`config.mk`:
```
export PLATFORM = sky130hd
export DESIGN_NAME = vector_runner_flat
export DESIGN_NICKNAME = d
export VERILOG_FILES = /design/src/rtl/vector_runner_pkg.sv /design/src/rtl/vector_runner_if.sv /design/src/rtl/vector_runner_misr.sv /design/src/rtl/vector_runner.sv /design/src/flat_wrapper.sv
export SDC_FILE = /design/constraint.sdc
export NUM_CORES = 1
export LEC_CHECK = 0
export CAP_MARGIN = 20
export CORE_ASPECT_RATIO = 1.1
export CORE_UTILIZATION = 45
export CTS_BUF_LIST = sky130_fd_sc_hd__clkbuf_16
export DETAILED_ROUTE_END_ITERATION = 6
export PLACE_DENSITY = 0.79
export SYNTH_ARGS = -nofsm -noshare
export SYNTH_HDL_FRONTEND = slang
export SYNTH_SLANG_ARGS = --single-unit
```
`constraint.sdc`:
```
create_clock -name clk -period 4.2 [get_ports clk]
set_clock_uncertainty 0.15 [all_clocks]
set_input_delay 0.63 -clock clk [delete_from_list [all_inputs] [get_ports clk]]
set_output_delay 0.63 -clock clk [all_outputs]
set_load 0.01 [all_outputs]
```
`src/rtl/vector_runner_pkg.sv`:
```
// Shared types and constants for the vector_runner stimulus/response engine.
package vector_runner_pkg;

  typedef enum logic [2:0] {
    StIdle,
    StFetch,
    StApply,
    StSettle,
    StEmit,
    StFinish
  } state_e;

  localparam int unsigned SETTLE_MIN = 1;
  localparam logic [6:0] MISR_POLY_DEFAULT = 7'h41;

endpackage

```
`src/rtl/vector_runner_if.sv`:
```
// Vector-memory read port and response stream of vector_runner, grouped as one bundle.
interface vector_runner_if #(
  parameter int unsigned IN_W   = 36,
  parameter int unsigned OUT_W  = 7,
  parameter int unsigned ADDR_W = 14
);
  logic              vec_rd;
  logic [ADDR_W-1:0] vec_addr;
  logic [IN_W-1:0]   vec_data;
  logic              resp_valid;
  logic              resp_ready;
  logic [OUT_W-1:0]  resp_data;
  logic [ADDR_W-1:0] resp_idx;

  modport master (
    output vec_rd, vec_addr, resp_valid, resp_data, resp_idx,
    input  vec_data, resp_ready
  );

  modport slave (
    input  vec_rd, vec_addr, resp_valid, resp_data, resp_idx,
    output vec_data, resp_ready
  );
endinterface

```
`src/rtl/vector_runner_misr.sv`:
```
// Multiple-input signature register compacting accepted responses.
module vector_runner_misr #(
  parameter int unsigned   W    = 7,
  parameter logic [W-1:0]  POLY = '0
) (
  input  logic         clk,
  input  logic         rst_n,
  input  logic         clr,
  input  logic         en,
  input  logic [W-1:0] data,
  output logic [W-1:0] sig
);
  logic [W-1:0] sig_d, sig_q;

  always_comb begin
    sig_d = sig_q;
    if (clr) begin
      sig_d = '0;
    end else if (en) begin
      sig_d = {sig_q[W-2:0], 1'b0} ^ (sig_q[W-1] ? POLY : '0) ^ data;
    end
  end

  always_ff @(posedge clk or negedge rst_n) begin
    if (!rst_n) sig_q <= '0;
    else        sig_q <= sig_d;
  end

  assign sig = sig_q;
endmodule

```
`src/rtl/vector_runner.sv`:
```
// Fetches vectors, drives them onto a combinational DUT, samples after a settle time and
// streams responses out. Define MISR_EN to add on-chip response compaction.
module vector_runner
  import vector_runner_pkg::*;
#(
  parameter int unsigned       IN_W      = 36,
  parameter int unsigned       OUT_W     = 7,
  parameter int unsigned       DEPTH     = 10000,
  parameter int unsigned       ADDR_W    = $clog2(DEPTH),
  parameter int unsigned       SETTLE    = 1,
  parameter logic [OUT_W-1:0]  MISR_POLY = OUT_W'(MISR_POLY_DEFAULT)
) (
  input  logic               clk,
  input  logic               rst_n,
  input  logic               start,
  input  logic               abort,
  input  logic [ADDR_W:0]    num_vec,
  vector_runner_if.master    bus,
  output logic [IN_W-1:0]    dut_in,
  input  logic [OUT_W-1:0]   dut_out,
  output logic               busy,
  output logic               done,
  output logic [OUT_W-1:0]   signature
);
  localparam int unsigned SettleEff  = (SETTLE < SETTLE_MIN) ? SETTLE_MIN : SETTLE;
  localparam int unsigned CntW       = $clog2(SettleEff + 1);
  localparam logic [CntW-1:0] SettleInit = CntW'(SettleEff);
  localparam logic [ADDR_W:0] DepthV = (ADDR_W+1)'(DEPTH);

  state_e            state_d, state_q;
  logic [ADDR_W-1:0] idx_d, idx_q;
  logic [ADDR_W:0]   count_d, count_q;
  logic [CntW-1:0]   settle_d, settle_q;
  logic [IN_W-1:0]   dut_in_d, dut_in_q;
  logic [OUT_W-1:0]  resp_data_d, resp_data_q;
  logic [ADDR_W-1:0] resp_idx_d, resp_idx_q;
  logic [ADDR_W:0]   num_clamped;
  logic              misr_clr, misr_en;

  assign num_clamped = (num_vec > DepthV) ? DepthV : num_vec;

  always_comb begin
    state_d     = state_q;
    idx_d       = idx_q;
    count_d     = count_q;
    settle_d    = settle_q;
    dut_in_d    = dut_in_q;
    resp_data_d = resp_data_q;
    resp_idx_d  = resp_idx_q;
    misr_clr    = 1'b0;
    misr_en     = 1'b0;
    unique case (state_q)
      StIdle: begin
        if (start && !abort) begin
          count_d  = num_clamped;
          idx_d    = '0;
          misr_clr = 1'b1;
          state_d  = (num_clamped == '0) ? StFinish : StFetch;
        end
      end
      StFetch: state_d = StApply;
      StApply: begin
        dut_in_d = bus.vec_data;
        settle_d = SettleInit;
        state_d  = StSettle;
      end
      StSettle: begin
        settle_d = settle_q - CntW'(1);
        // Last settle cycle: the DUT has had SETTLE full cycles since dut_in changed.
        if (settle_q == CntW'(1)) begin
          resp_data_d = dut_out;
          resp_idx_d  = idx_q;
          state_d     = StEmit;
        end
      end
      StEmit: begin
        if (bus.resp_ready) begin
          misr_en = 1'b1;
          idx_d   = idx_q + ADDR_W'(1);
          state_d = (({1'b0, idx_q} + (ADDR_W+1)'(1)) == count_q) ? StFinish : StFetch;
        end
      end
      StFinish: state_d = StIdle;
      default:  state_d = StIdle;
    endcase
    // Abort wins over any in-flight handshake; dut_in is left untouched.
    if (abort && state_q != StIdle) begin
      state_d = StIdle;
      misr_en = 1'b0;
    end
  end

  always_ff @(posedge clk or negedge rst_n) begin
    if (!rst_n) begin
      state_q     <= StIdle;
      idx_q       <= '0;
      count_q     <= '0;
      settle_q    <= '0;
      dut_in_q    <= '0;
      resp_data_q <= '0;
      resp_idx_q  <= '0;
    end else begin
      state_q     <= state_d;
      idx_q       <= idx_d;
      count_q     <= count_d;
      settle_q    <= settle_d;
      dut_in_q    <= dut_in_d;
      resp_data_q <= resp_data_d;
      resp_idx_q  <= resp_idx_d;
    end
  end

  assign bus.vec_rd     = (state_q == StFetch);
  assign bus.vec_addr   = idx_q;
  assign bus.resp_valid = (state_q == StEmit);
  assign bus.resp_data  = resp_data_q;
  assign bus.resp_idx   = resp_idx_q;
  assign dut_in         = dut_in_q;
  assign busy           = (state_q != StIdle);
  assign done           = (state_q == StFinish);

`ifdef MISR_EN
  vector_runner_misr #(
    .W    (OUT_W),
    .POLY (MISR_POLY)
  ) u_misr (
    .clk   (clk),
    .rst_n (rst_n),
    .clr   (misr_clr),
    .en    (misr_en),
    .data  (resp_data_q),
    .sig   (signature)
  );
`else
  logic unused_misr;
  assign unused_misr = ^{misr_clr, misr_en, MISR_POLY};
  assign signature   = '0;
`endif
endmodule

```
`src/flat_wrapper.sv`:
```
// flat-port wrapper written by rule: the top's interface ports become plain ports
module vector_runner_flat import vector_runner_pkg::*;
#(
  parameter int unsigned       IN_W      = 36,
  parameter int unsigned       OUT_W     = 7,
  parameter int unsigned       DEPTH     = 10000,
  parameter int unsigned       ADDR_W    = $clog2(DEPTH),
  parameter int unsigned       SETTLE    = 1,
  parameter logic [OUT_W-1:0]  MISR_POLY = OUT_W'(MISR_POLY_DEFAULT)
)
  (clk, rst_n, start, abort, num_vec, dut_in, dut_out, busy, done, signature, bus_vec_rd, bus_vec_addr, bus_resp_valid, bus_resp_data, bus_resp_idx, bus_vec_data, bus_resp_ready);
  vector_runner_if #(.IN_W(IN_W), .OUT_W(OUT_W), .ADDR_W(ADDR_W)) bus_i ();
  input  logic clk;
  input  logic rst_n;
  input  logic start;
  input  logic abort;
  input  logic [ADDR_W:0] num_vec;
  output logic [IN_W-1:0] dut_in;
  input  logic [OUT_W-1:0] dut_out;
  output logic busy;
  output logic done;
  output logic [OUT_W-1:0] signature;
  output wire logic [$bits(bus_i.vec_rd)-1:0] bus_vec_rd;
  output wire logic [$bits(bus_i.vec_addr)-1:0] bus_vec_addr;
  output wire logic [$bits(bus_i.resp_valid)-1:0] bus_resp_valid;
  output wire logic [$bits(bus_i.resp_data)-1:0] bus_resp_data;
  output wire logic [$bits(bus_i.resp_idx)-1:0] bus_resp_idx;
  input wire logic [$bits(bus_i.vec_data)-1:0] bus_vec_data;
  input wire logic [$bits(bus_i.resp_ready)-1:0] bus_resp_ready;
  assign bus_vec_rd = bus_i.vec_rd;
  assign bus_vec_addr = bus_i.vec_addr;
  assign bus_resp_valid = bus_i.resp_valid;
  assign bus_resp_data = bus_i.resp_data;
  assign bus_resp_idx = bus_i.resp_idx;
  assign bus_i.vec_data = bus_vec_data;
  assign bus_i.resp_ready = bus_resp_ready;
  vector_runner #(.IN_W(IN_W), .OUT_W(OUT_W), .DEPTH(DEPTH), .ADDR_W(ADDR_W), .SETTLE(SETTLE), .MISR_POLY(MISR_POLY)) u_core (.clk(clk), .rst_n(rst_n), .start(start), .abort(abort), .num_vec(num_vec), .bus(bus_i), .dut_in(dut_in), .dut_out(dut_out), .busy(busy), .done(done), .signature(signature));
endmodule
```
## After elaboration in Yosys (flattened, before gate mapping)

Cells that the tools add are included.
Widths: inputs -> output; s select.

- Register bits after elaboration: 90
- Input port bits: 63
- Output and inout bits: 82
- Logic and storage cells: 46

- Add/subtract/negate cells: 3
- Magnitude comparators: 1
- Equal/unequal tests: 11
- Muxes and demuxes: 12
- Reductions and logical operators: 12

Operators with widths:

| kind | number |
|---|---|
| $mux 14 | 2 |
| $pmux 14 s2 | 1 |
| $mux 3 | 6 |
| $add 14x1->15 const B | 1 |
| $eq 15x15->1 | 1 |
| $gt 15x14->1 const B | 1 |
| $logic_not 15->1 | 1 |
| $mux 15 | 1 |
| $pmux 3 s5 | 1 |
| $add 14x1->14 const B | 1 |
| $ne 3x1->1 const B | 3 |
| $eq 3x2->1 const B | 2 |
| $eq 3x3->1 const B | 2 |
| $reduce_and 3->1 | 2 |
| $ne 2x1->1 const B | 2 |
| $reduce_and 2->1 | 2 |
| $reduce_bool 2->1 | 2 |
| $eq 3x1->1 const B | 1 |
| $logic_not 3->1 | 1 |
| $reduce_bool 3->1 | 1 |
| $logic_and 1x1->1 | 2 |
| $pmux 1 s2 | 1 |
| $logic_not 1->1 | 1 |
| $sub 1x1->1 const B | 1 |

## Logic depth before layout (Yosys ltp)

- Word-level depth: 7
- Gate-level depth with buffers: 8

## Worst setup path after synthesis

Ideal clock, no wire load.

- Kind: input to register
- Start point: in num_vec[0]
- End point: reg u_core.count_q[10]
- Library setup time: 0.121 ns
- Arrival time: 2.244 ns
- Required time: 3.929 ns
- Slack: 1.685 ns
- Stages on the path: 6
- Buffers on the path: 0
- Cells stage by stage: or4_1 -> o31ai_1 -> a21oi_1 -> o31a_1 -> or3_4 -> o22a_1

- Longest elaborated chain between the ends: 2

Ends and longest elaborated chain:

| what | line | RTL |
|---|---|---|
| start: declaration | flat_wrapper.sv:17 | `input logic [ADDR_W:0] num_vec;` |
| $gt 15x14->1 | vector_runner.sv:40 | `assign num_clamped = (num_vec > DepthV) ? DepthV : num_vec;` |
| $mux 15 | vector_runner.sv:40 |  |
| end signal: assignment | vector_runner.sv:105 | `count_q <= count_d;` |
| end: declaration | vector_runner.sv:32 | `logic [ADDR_W:0] count_d, count_q;` |

No other way between the ends.
A chain may end at the register's enable or synchronous reset.

## Worst setup path in the final report

- Start point: reg u_core.state_q[1]
- End point: out bus_resp_valid

- Longest elaborated chain between the ends: 1

Ends and longest elaborated chain:

| what | line | RTL |
|---|---|---|
| start: declaration | vector_runner.sv:30 | `state_e state_d, state_q;` |
| start signal: assignment | vector_runner.sv:95 | `state_q <= StIdle;` |
| start signal: assignment | vector_runner.sv:103 | `state_q <= state_d;` |
| $eq 3x3->1 | vector_runner.sv:115 | `assign bus.resp_valid = (state_q == StEmit);` |
| end: declaration | flat_wrapper.sv:25 | `output wire logic [$bits(bus_i.resp_valid)-1:0] bus_resp_valid;` |

No other way between the ends.

==> flow_summary_export.csv <==
group,metric,value,unit
outcome,status,"finished, final reports clean",
yosys,synthAdderAreaFrac,0.584,%
layout,nFillCells,692,
yosys,synth_top_family_by_area,"multiplexers",
timing,final-max-slew-violation-count,0,
clock_tree,clk_pin_slew,0.06,ns
yosys,yosysTopAreaCell,"dfrtp_1",
timing,fmax,350,MHz
timing,finalHoldViolCount,0,
global_route,antenna_found_initial,0,
setup_path,timing_worst_setup_path_type,"reg -> out",
global_route,first_global_vias,3549,
clock_tree,ctsHtreeMaxLevel,3,
die,die_h,104,microns
yosys,synth_most_common_cell,"dfrtp_1",
global_route,grt_first_pass_wirelength,17800,microns
global_route,overflow,0,
clock_tree,hold_buffers,0,
placed_design,hpwl,8000,microns
pwr,peakVddDrop,0.000316,V
route,drt_pass1_iterations,4,
yosys,synthCells,367,
timing,setup_tns,0,ns
pwr,leakage,0.00250,uW
die,io_pins,145,
yosys,synth-seq-area-share,52.6,%
die,die_area,9920,sq um
yosys,synth_compound_area_share,11.4,%
setup_path,cp-end-kind,"primary output",
die,core-area,9050,sq um
route,ant_nets,0,
yosys,ys_async_sr_fraction,100,%
timing,relSlewSlack,31.7,%
clock_tree,clk_latency,0.33,ns
timing,fin_crit,2.85,ns
route,drt-initial-drc-count,165,
clock_tree,cts_resized,0,
die,initial_core_util,47.3,%
yosys,synthTopCellsByArea,"dfrtp_1 (53%), mux2_2 (15%), o21ai_0 (2.2%)",
timing,grt_setup_unrepaired,"false",
clock_tree,cts_sinks,90,
placed_design,gp_congestion,0.895,
setup_path,critPathLaunchType,"register",
yosys,synth.cell_area,4290,sq um
route,drt-total-wl,11000,microns
layout,insertedDiodeCount,0,
yosys,yosysWarnings,0,
yosys,synthXorXnorAreaFrac,3.88,%
global_route,grt_start_max_net_pins,63,
layout,layout.nets,560,
yosys,synth.top_cell.area_share,52.6,%
timing,setup_viol_count_final,0,
layout,drive_gt1_share,16.6,%
yosys,synth_cell_types,52,
route,routedWlPerCell,17.9,microns
global_route,grt_usage,23.2,%
run,maxCapViolations,0,
yosys,synth_top_flop_cell,"dfrtp_1",
yosys,synthTopCellsByCount,"dfrtp_1 (90), mux2_2 (58), nor2_1 (19), o21ai_0 (19), nand2_1 (16)",
timing,worstMarginPinSlew,1.02,ns
setup_path,crit_arrival,2.07,ns
timing,period_share,68.0,%
route,drcViolationCount,0,
yosys,synth.mux.area_fraction,15.7,%
clock_tree,postCtsSetupBuffers,0,
placed_design,io_buffers,137,
setup_path,cp_max_fo,11,
pwr,p_per_area,480,nW/um^2
route,vias,3433,
setup_path,critPathRequiredTime,3.42,ns
route,via_per_inst,5.59,
yosys,syn_area_per_cell,11.7,sq um
yosys,synth_edf_count,0,
yosys,synth_seq_cells,90,
die,num_rows,36,
timing,fin_worst_hold_slack,0.236,ns
min_path,hp-class,"in -> async",
clock_tree,cts_buffers,9,
clock_tree,cts_max_path_buffers,2,
die,die_w,95.0,microns
yosys,synthSimpleGateAreaFrac,11.8,%
layout,area_delta_synth_final,40.4,%
clock_tree,clockRootBuffer,"clkbuf_16",
clock_tree,cts_tree,"yes",
==> path summary, 6_finish.rpt <==
kind,startpoint,slack [ns],to,cells after the start
hold reg to reg,u_core.dut_in[5]$_DFFE_PN0P_,0.36,u_core.dut_in[5]$_DFFE_PN0P_,1
max in group asynchronous,rst_n,2.78,u_core.dut_in[32]$_DFFE_PN0P_,2
hold / removal,rst_n,0.24,u_core.bus.vec_addr[2]$_DFFE_PN0P_,1
setup / recovery,u_core.state_q[1]$_DFFE_PN0P_,1.35,bus_resp_valid,3
min in group clk,u_core.dut_in[5]$_DFFE_PN0P_,0.36,u_core.dut_in[5]$_DFFE_PN0P_,1
setup reg to reg,u_core.bus.vec_addr[8]$_DFFE_PN0P_,1.49,u_core.state_q[2]$_DFFE_PN0P_,6
==> critical path, stage by stage, from the launching register on <==
cell             delay, ns
dfrtp_1               0.51
or3b_1                0.48
inv_2                 0.17
clkdlybuf4s50_1       0.58
==> layer usage <==
metal	track usage [%]	wire (microns)
met5	0	0
met4	8.44	229
met3	9.43	1150
met2	36.6	5240
met1	28.2	4360
==> kinds of logic after synthesis <==
logic type,after synthesis
and+or+nand+nor,94
DFF,90
AOI/OAI and AO/OA,68
muxes,60
buffers and inverters,33
xor gates and xnor gates,19
adders and majority gates,2
other,1
==> power by group <==
group	total [uW]	switching [uW]	internal, uW	leakage [uW]
combinational	854	320	534	0.00121
clock	841	326	515	0.000152
sequential	1190	126	1070	0.00113
==> through the flow <==
step | cells | setup WS [ns] | area, sq um | power [uW] | util [%]
final | 614 | 1.35 | 6020 | 2890 | 66.5
after global routing | 614 | 1.25 | 6020 | 3020 | 66.5
after CTS | 613 | 1.34 | 5990 | 2910 | 66.2
after detailed placement | 597 | 1.07 | 5680 | 2060 | 62.7
after global placement | 597 | 1.18 | 5680 | 2030 | 62.7
after floorplan | 373 | 1.68 | 4310 | 1550 | -
==> sequential cells by signal (all words and copies together), names as in the netlist <==
register              flops
u_core.state_q            3
u_core.count_q           15
u_core.bus.vec_addr      14
u_core.settle_q           1
u_core.bus.resp_data      7
u_core.dut_in            36
u_core.bus.resp_idx      14
==> placed cells by master (no fill, tap or decap), types with 3 or more instances in the layout <==
master,instances
nor2b_1,3
nand4_1,9
xnor2_1,10
and3_1,7
a21oi_1,9
o22a_1,4
xor2_1,9
o21ai_0,19
buf_4,3
dfrtp_1,90
and2_1,4
mux2_2,58
nor2_1,18
conb_1,7
o31ai_1,10
a22o_1,8
nand2b_1,3
nand3_1,14
inv_1,5
clkbuf_16,9
clkdlybuf4s50_1,136
nor4_1,3
nor3_1,5
nand2_1,16
==> cell type report <==
cell class	count	area (sq um)	share of cell area, %
Sequential cell	90	2250	37.4
Multi-Input combinational cell	250	1880	31.3
Timing Repair Buffer	140	1410	23.5
Clock buffer	9	225	3.74
Tap cell	114	143	2.37
Clock inverter	7	86.3	1.43
Inverter	4	15.0	0.250
(Power assumes the default switching activity.)
